[src/rtl/lsq_pkg.sv]
// Shared types and helpers for the scalar load/store queue.
// Struct fields are sized for the widest legal build and sliced at use.
package lsq_pkg;

    localparam int LSQ_MAX_W     = 64;
    localparam int LSQ_MAX_REG_W = 8;

    typedef enum logic [3:0] {
        LB, LH, LW, LD, LBU, LHU, LWU, SB, SH, SW, SD, NONE
    } ls_op_t;

    typedef struct packed {
        logic [LSQ_MAX_W-1:0]     addr;
        logic [LSQ_MAX_W-1:0]     data;
        ls_op_t                   op;
        logic [LSQ_MAX_REG_W-1:0] rd;
        logic                     misal;
    } ls_req_t;

    // log2 of the access size in bytes
    function automatic logic [1:0] size_of(input ls_op_t op);
        case (op)
            LH, LHU, SH: return 2'd1;
            LW, LWU, SW: return 2'd2;
            LD, SD:      return 2'd3;
            default:     return 2'd0;
        endcase
    endfunction

    function automatic logic is_load(input ls_op_t op);
        return op inside {LB, LH, LW, LD, LBU, LHU, LWU};
    endfunction

endpackage

[src/rtl/lsq_fifo.sv]
// In-order request queue; pointers carry one extra bit to tell full from empty.
module lsq_fifo
    import lsq_pkg::*;
#(
    parameter int  DEPTH = 4,
    parameter type T     = ls_req_t
) (
    input  logic clk,
    input  logic rst,
    input  logic push,
    input  T     din,
    input  logic pop,
    output T     dout,
    output logic full,
    output logic empty
);
    localparam int AW = $clog2(DEPTH);

    logic [AW:0] wr_ptr, rd_ptr;
    T            mem [DEPTH];

    always_ff @(posedge clk or posedge rst) begin
        if (rst) begin
            wr_ptr <= '0;
            rd_ptr <= '0;
        end else begin
            if (push && !full) wr_ptr <= wr_ptr + (AW+1)'(1);
            if (pop && !empty) rd_ptr <= rd_ptr + (AW+1)'(1);
        end
    end

    always_ff @(posedge clk) begin
        if (push && !full) mem[wr_ptr[AW-1:0]] <= din;
    end

    assign empty = (wr_ptr == rd_ptr);
    assign full  = (wr_ptr[AW] != rd_ptr[AW]) && (wr_ptr[AW-1:0] == rd_ptr[AW-1:0]);
    assign dout  = mem[rd_ptr[AW-1:0]];

endmodule

[src/rtl/fu_scalar_lsq.sv]
// Scalar load/store unit: in-order queue feeding one dcache request at a time.
// LS_MISALIGN_TRAP_EN: flag misaligned ops and complete them with ls_exc instead of force-aligning.
module fu_scalar_lsq
    import lsq_pkg::*;
#(
    parameter int WORD_W = 32,
    parameter int DEPTH  = 4,
    parameter int REG_W  = 5
) (
    input  logic              CLK,
    input  logic              RST,
    input  logic              enable,
    output logic              ready,
    input  logic [WORD_W-1:0] imm,
    input  logic [WORD_W-1:0] rs1,
    input  logic [WORD_W-1:0] rs2,
    input  ls_op_t            mem_type,
    input  logic [REG_W-1:0]  rd_in,
    output logic              dmemREN,
    output logic              dmemWEN,
    output logic [WORD_W-1:0] dmemaddr,
    output logic [WORD_W-1:0] dmemstore,
    output logic [WORD_W/8-1:0] dmembyteen,
    input  logic [WORD_W-1:0] dmem_in,
    input  logic              dhit_in,
    output logic              wb_valid,
    output logic [WORD_W-1:0] dmemload,
    output logic [REG_W-1:0]  rd,
    output logic              dhit,
    output logic              ls_exc,
    output logic              busy
);
    localparam int NB  = WORD_W / 8;
    localparam int OFS = $clog2(NB);

    localparam logic [1:0] S_IDLE  = 2'd0;
    localparam logic [1:0] S_ISSUE = 2'd1;
    localparam logic [1:0] S_WB    = 2'd2;

    logic [1:0]        state;
    ls_req_t           req, head;
    logic              full, empty, push, pop, op_ok, op_wide;
    logic [1:0]        sz, h_sz;
    logic [WORD_W-1:0] addr_sum, low_mask, h_addr, shifted, fmask, ext;
    logic [OFS-1:0]    off;
    logic [NB-1:0]     bmask;
    logic              sbit, issue_mem, h_load;
    logic              wb_load, wb_exc;
    logic [REG_W-1:0]  wb_rd;
    logic [WORD_W-1:0] wb_data;
    logic              unused_head;

    // Enqueue side: effective address, alignment, request packing
    assign op_wide = mem_type inside {LD, SD, LWU};
    assign op_ok   = (mem_type != NONE) && (WORD_W == 64 || !op_wide);
    assign ready   = !full && !RST;
    assign push    = enable && ready && op_ok;

    always_comb begin
        sz       = size_of(mem_type);
        addr_sum = rs1 + imm;
        low_mask = WORD_W'((1 << sz) - 1);
        req      = '0;
        req.op   = mem_type;
        req.data = LSQ_MAX_W'(rs2);
        req.rd   = LSQ_MAX_REG_W'(rd_in);
`ifdef LS_MISALIGN_TRAP_EN
        req.addr  = LSQ_MAX_W'(addr_sum);
        req.misal = |(addr_sum & low_mask);
`else
        req.addr  = LSQ_MAX_W'(addr_sum & ~low_mask);
        req.misal = 1'b0;
`endif
    end

    lsq_fifo #(.DEPTH(DEPTH), .T(ls_req_t)) u_fifo (
        .clk   (CLK),
        .rst   (RST),
        .push  (push),
        .din   (req),
        .pop   (pop),
        .dout  (head),
        .full  (full),
        .empty (empty)
    );

    // Head side: lane steering for stores, extraction/extension for loads
    always_comb begin
        h_sz    = size_of(head.op);
        h_load  = is_load(head.op);
        h_addr  = head.addr[WORD_W-1:0];
        off     = h_addr[OFS-1:0];
        shifted = dmem_in >> {off, 3'b000};
        case (h_sz)
            2'd0:    begin fmask = WORD_W'(64'hFF);        bmask = NB'(1);  end
            2'd1:    begin fmask = WORD_W'(64'hFFFF);      bmask = NB'(3);  end
            2'd2:    begin fmask = WORD_W'(64'hFFFF_FFFF); bmask = NB'(15); end
            default: begin fmask = '1;                     bmask = NB'(255); end
        endcase
        // fmask ^ (fmask >> 1) isolates the field's top bit
        sbit = (head.op inside {LB, LH, LW}) && |(shifted & (fmask ^ (fmask >> 1)));
        ext  = (shifted & fmask) | (sbit ? ~fmask : '0);
    end

    assign issue_mem  = !RST && (state == S_ISSUE) && !head.misal;
    assign dmemREN    = issue_mem && h_load;
    assign dmemWEN    = issue_mem && !h_load;
    assign dmemaddr   = issue_mem ? {h_addr[WORD_W-1:OFS], {OFS{1'b0}}} : '0;
    assign dmembyteen = dmemWEN ? NB'(bmask << off) : '0;

    always_comb begin
        dmemstore = '0;
        if (dmemWEN) begin
            case (h_sz)
                2'd0:    dmemstore = {NB{head.data[7:0]}};
                2'd1:    dmemstore = {(NB/2){head.data[15:0]}};
                2'd2:    dmemstore = {(NB/4){head.data[31:0]}};
                default: dmemstore = head.data[WORD_W-1:0];
            endcase
        end
    end

    // Flagged heads bypass the dcache and retire without waiting for dhit_in
    assign pop = (state == S_ISSUE) && (head.misal || dhit_in);

    always_ff @(posedge CLK or posedge RST) begin
        if (RST) begin
            state   <= S_IDLE;
            wb_load <= 1'b0;
            wb_exc  <= 1'b0;
            wb_rd   <= '0;
            wb_data <= '0;
        end else begin
            case (state)
                S_IDLE: if (!empty || push) state <= S_ISSUE;
                S_ISSUE: if (pop) begin
                    state   <= S_WB;
                    wb_load <= h_load;
                    wb_exc  <= head.misal;
                    wb_rd   <= head.rd[REG_W-1:0];
                    wb_data <= head.misal ? '0 : ext;
                end
                S_WB:    state <= (!empty || push) ? S_ISSUE : S_IDLE;
                default: state <= S_IDLE;
            endcase
        end
    end

    assign dhit     = (state == S_WB);
    assign wb_valid = dhit && wb_load;
    assign dmemload = wb_valid ? wb_data : '0;
    assign rd       = wb_valid ? wb_rd : '0;
    assign busy     = !empty || (state != S_IDLE);
`ifdef LS_MISALIGN_TRAP_EN
    assign ls_exc = dhit && wb_exc;
`else
    assign ls_exc = 1'b0;
`endif

    assign unused_head = ^{head, wb_exc};

    a_op_width: assert property (@(posedge CLK) disable iff (RST)
        !(enable && op_wide && WORD_W != 64));

endmodule

[config.mk]
export PLATFORM = sky130hd
export DESIGN_NAME = fu_scalar_lsq
export DESIGN_NICKNAME = d
export VERILOG_FILES = /design/src/rtl/lsq_pkg.sv /design/src/rtl/lsq_fifo.sv /design/src/rtl/fu_scalar_lsq.sv
export SDC_FILE = /design/constraint.sdc
export NUM_CORES = 1
export LEC_CHECK = 0
export CORE_AREA = 2 2 193 176
export DETAILED_ROUTE_END_ITERATION = 8
export DIE_AREA = 0 0 195 178
export PLACE_DENSITY = 0.76
export SLEW_MARGIN = 10
export SYNTH_ARGS = -nofsm -noshare
export SYNTH_HDL_FRONTEND = slang
export SYNTH_SLANG_ARGS = --single-unit
[constraint.sdc]
create_clock -name CLK -period 3.9 [get_ports CLK]
set_clock_uncertainty 0.05 [all_clocks]
set_input_delay 0.39 -clock CLK [delete_from_list [all_inputs] [get_ports CLK]]
set_output_delay 0.39 -clock CLK [all_outputs]
set_load 0.03 [all_outputs]
==> impl_results.md <==
- Status: finished clean
- CTS H-tree lvls: 2
- Largest net degree at the start of global routing: 42
- Worst path cell trace: mux4_2, ha_1, or2_2, nor2_1, a21o_1, nand3_1, buf_6, a311oi_1, buf_4
- Reg-to-Reg End: wb_data[17]$_DFFE_PP0P_
- Synth Area in Compound Gates: under 10%
- CP Launch Type: register
- Residual DRC: 0
- Maximum vdd drop: around 380 µV
- Port bufs: roughly 250
- Syn Std Cell Area: between 15000 and 20000 µm²
- Clock-pin slew on the worst setup and hold paths: roughly 0.060 ns
- Routed wire length per instance: between 20 and 25 µm
- Initial antenna violation count: 4
- Primary FF master, synth: edfxtp_1
- R2r worst-path depth: 10
- Crit-path max cell delay: about 0.62 ns
- Worst slew pin tran: around 1 ns
- # hold bufs at CTS: 0
- Synth-to-layout area growth: 27.1%
- Mapped Cells: 1082
- Combinational family with the most area after synthesis: multiplexers
- Post-DP HPWL: around 26000 µm
- MaxCap Viol Count: 0
- Count of different cell masters after synthesis: 56
- Final net count: ~1500
- Async SR Flop Fraction: 13.6%
- Most common cell after layout, fill and taps aside: edfxtp_1
- 1st-iter DRT viols: 765
- First-pass GRT wire length: just under 60000 µm
- CTS tree: done
- Post-synthesis mux area share: about an eighth
- Pwr/cell area: roughly 670 nW/µm²
- Via density: just under 6
- Max frequency: 0.267 GHz
- Share of layout cells above drive strength 1: approximately 17%
- GPL Wtd Cong: 0.889
- Vias post-DR: around 10000
- Critical path data required time: about 3.5 ns
- Post-synth EDFFs: roughly 290
- Die Y-Extent: 178 µm
- Crit end category: primary output
- Worst hold margin: 0.321 ns
- Synthesized area per cell: ~15 µm²
- Post-Route WL: 38200 µm
- Post-Synth Simple-Gate Area: roughly a tenth
- Gr ovfl total: 0
- Yosys top cell by area: edfxtp_1
- Pre-Repair DR Iteration Count: 5
- Width of the die: roughly 200 µm
- Ranking of synthesized cells by area: edfxtp_1 (55%), mux4_2 (10%), dfrtp_1 (7.3%)
- FF-to-FF Start: u_fifo.rd_ptr[0]$_DFFE_PP0P_
- Die area: about 35000 µm²
- Setup crit start: u_fifo.rd_ptr[1]$_DFFE_PP0P_
- CTS Buffer Depth: 3
- Post-synth top area share: 55.4%
- Ys Warns: 0
- CTS root buffer: clkbuf_16
- Clk_lat worst skew: ~0.52 ns
- Flop2flop setup slack: around 0.64 ns
- Starting Density: ~49%
- Final Hold Fails: 0
- Post-Synth XOR/XNOR Area: roughly 1.7%
- Data arrival time of the critical path: about 3.3 ns
- TNS Setup: 0 ns
- Top Ports: ~250
- CORE AREA: around 33000 µm²
- Hold Path Class: input pin to asynchronous set/reset pin
- Leakage: roughly 7.7 nW
- Synth Area in Adders: 3.76%
- DRT antenna net count: 0
- Crit path to: dmemstore[26]
- Crit path kind: register to primary output
- Vias in the first global route: slightly above 10000
- Critical-path top delay cell: dfrtp_4
- Sequential share of the synthesized area: 62.7%
- Endpoints failing setup: 0
- Max Slew Vio Count: 0
- CTS Sinks: ~340
- TritonCTS buffer count: 35
- CP max FO: 37
- GRT Total Usage: a little over a fifth
- RSZ-0062 raised after global routing: false
- Row count: 63
- Tmin final: roughly 3.7 ns
- FF+latch count, synth: 338
- Final critical-path share of the clock period: 96.1%
- Max transition margin: between 30% and 40%
- Most frequent cells in the layout: edfxtp_1 (292), clkdlybuf4s50_1 (212), nand2_1 (111)
routing by layer:
metal | track usage (%) | share of wire, %
met4 | 5.44 | 2.0
met1 | 30.3 | 43
met2 | 36.0 | 48
met3 | 4.61 | 7.4
met5 | 0 | 0.079
synth_stat cells (8+ instances only):
library cell and n:
nor2_1 58, xor2_1 12, mux2_2 10, dfrtp_1 46
a211oi_1 8, mux2i_1 28, o211ai_1 17, xnor2_1 18
nand2_1 112, a22oi_1 9, mux4_2 73, inv_1 15
and3_1 77, edfxtp_1 292, a21oi_1 38, ha_1 46
buf_2 15, clkbuf_1 30, a311oi_1 8, buf_4 8
nor2b_1 17, and2_1 11, a211o_1 8, a21o_1 18
nor3_1 16, o21ai_0 21
per-stage QoR:
stage                     instance area (µm²)  std cells  worst slack [ns]  total power, mW  utilization (%)
after floorplan                         15800       1084             0.134             8.41                -
after global placement                  18900       1722             0.360             10.0             57.8
after detailed placement                18900       1722             0.246             10.1             57.8
after CTS                               20100       1789           0.00334             13.5             61.5
after global routing                    20100       1793         0.0000975             14.2             61.7
final                                   20100       1795             0.151             13.5             61.7
registers in the layout (all words and copies together), names as in the netlist:
register	flops
state	2
u_fifo.mem	292
u_fifo.rd_ptr	3
u_fifo.wr_ptr	3
wb_data	32
wb_load	1
wb_rd	5
cell families (layout without fill, tap and decap cells):
kind of cell / Yosys count / after routing
compound gates: 164 / 164
xor+xnor: 30 / 30
other cells: 1 / 5
fa+ha+maj: 47 / 47
simple gates: 316 / 316
flops: 338 / 338
buf+inv: 75 / 362
mux: 111 / 111
timing repair:
action / 4_1_cts / 5_1_grt
cloned: 0 / 0
endpoints found under the setup margin: 2 / 18
pin swaps: 1 / 0
hold endpoints to repair: 0 / 0
setup buffers: 3 / 4
gates resized for setup: 1 / 5
power breakdown:
group	internal, mW	leakage [nW]	switching [mW]
clock	2.02	0.570	1.33
sequential	4.51	3.24	0.249
combinational	2.30	3.85	3.14
total	8.83	7.66	4.72
cell type report:
type | instances | area, µm²
fillers | 2442 | 12500
clock buffers | 49 | 1000
repair buffers | 282 | 2800
clock inverters | 15 | 175
multi-input cells | 671 | 5630
well taps | 422 | 528
flip-flops and latches | 338 | 9930
inverters | 16 | 60.1
diodes | 2 | 5.00
worst max-delay path: cells and delay by family (launching register included):
kind / cells / cell delay (ns)
buf+inv: 2 / 0.48
mux: 1 / 0.42
compound gates: 2 / 0.51
fa+ha+maj: 1 / 0.25
simple gates: 3 / 0.51
flops: 1 / 0.62
worst min-delay path by stage:
stage / endpoint
after CTS: u_fifo.wr_ptr[1]$_DFFE_PP0N_
after global routing: u_fifo.wr_ptr[1]$_DFFE_PP0N_
final: u_fifo.wr_ptr[1]$_DFFE_PP0N_
after floorplan: wb_rd[0]$_DFFE_PP0P_
after global placement: wb_rd[4]$_DFFE_PP0P_
after detailed placement: wb_rd[0]$_DFFE_PP0P_
(Power assumes the default switching activity.)
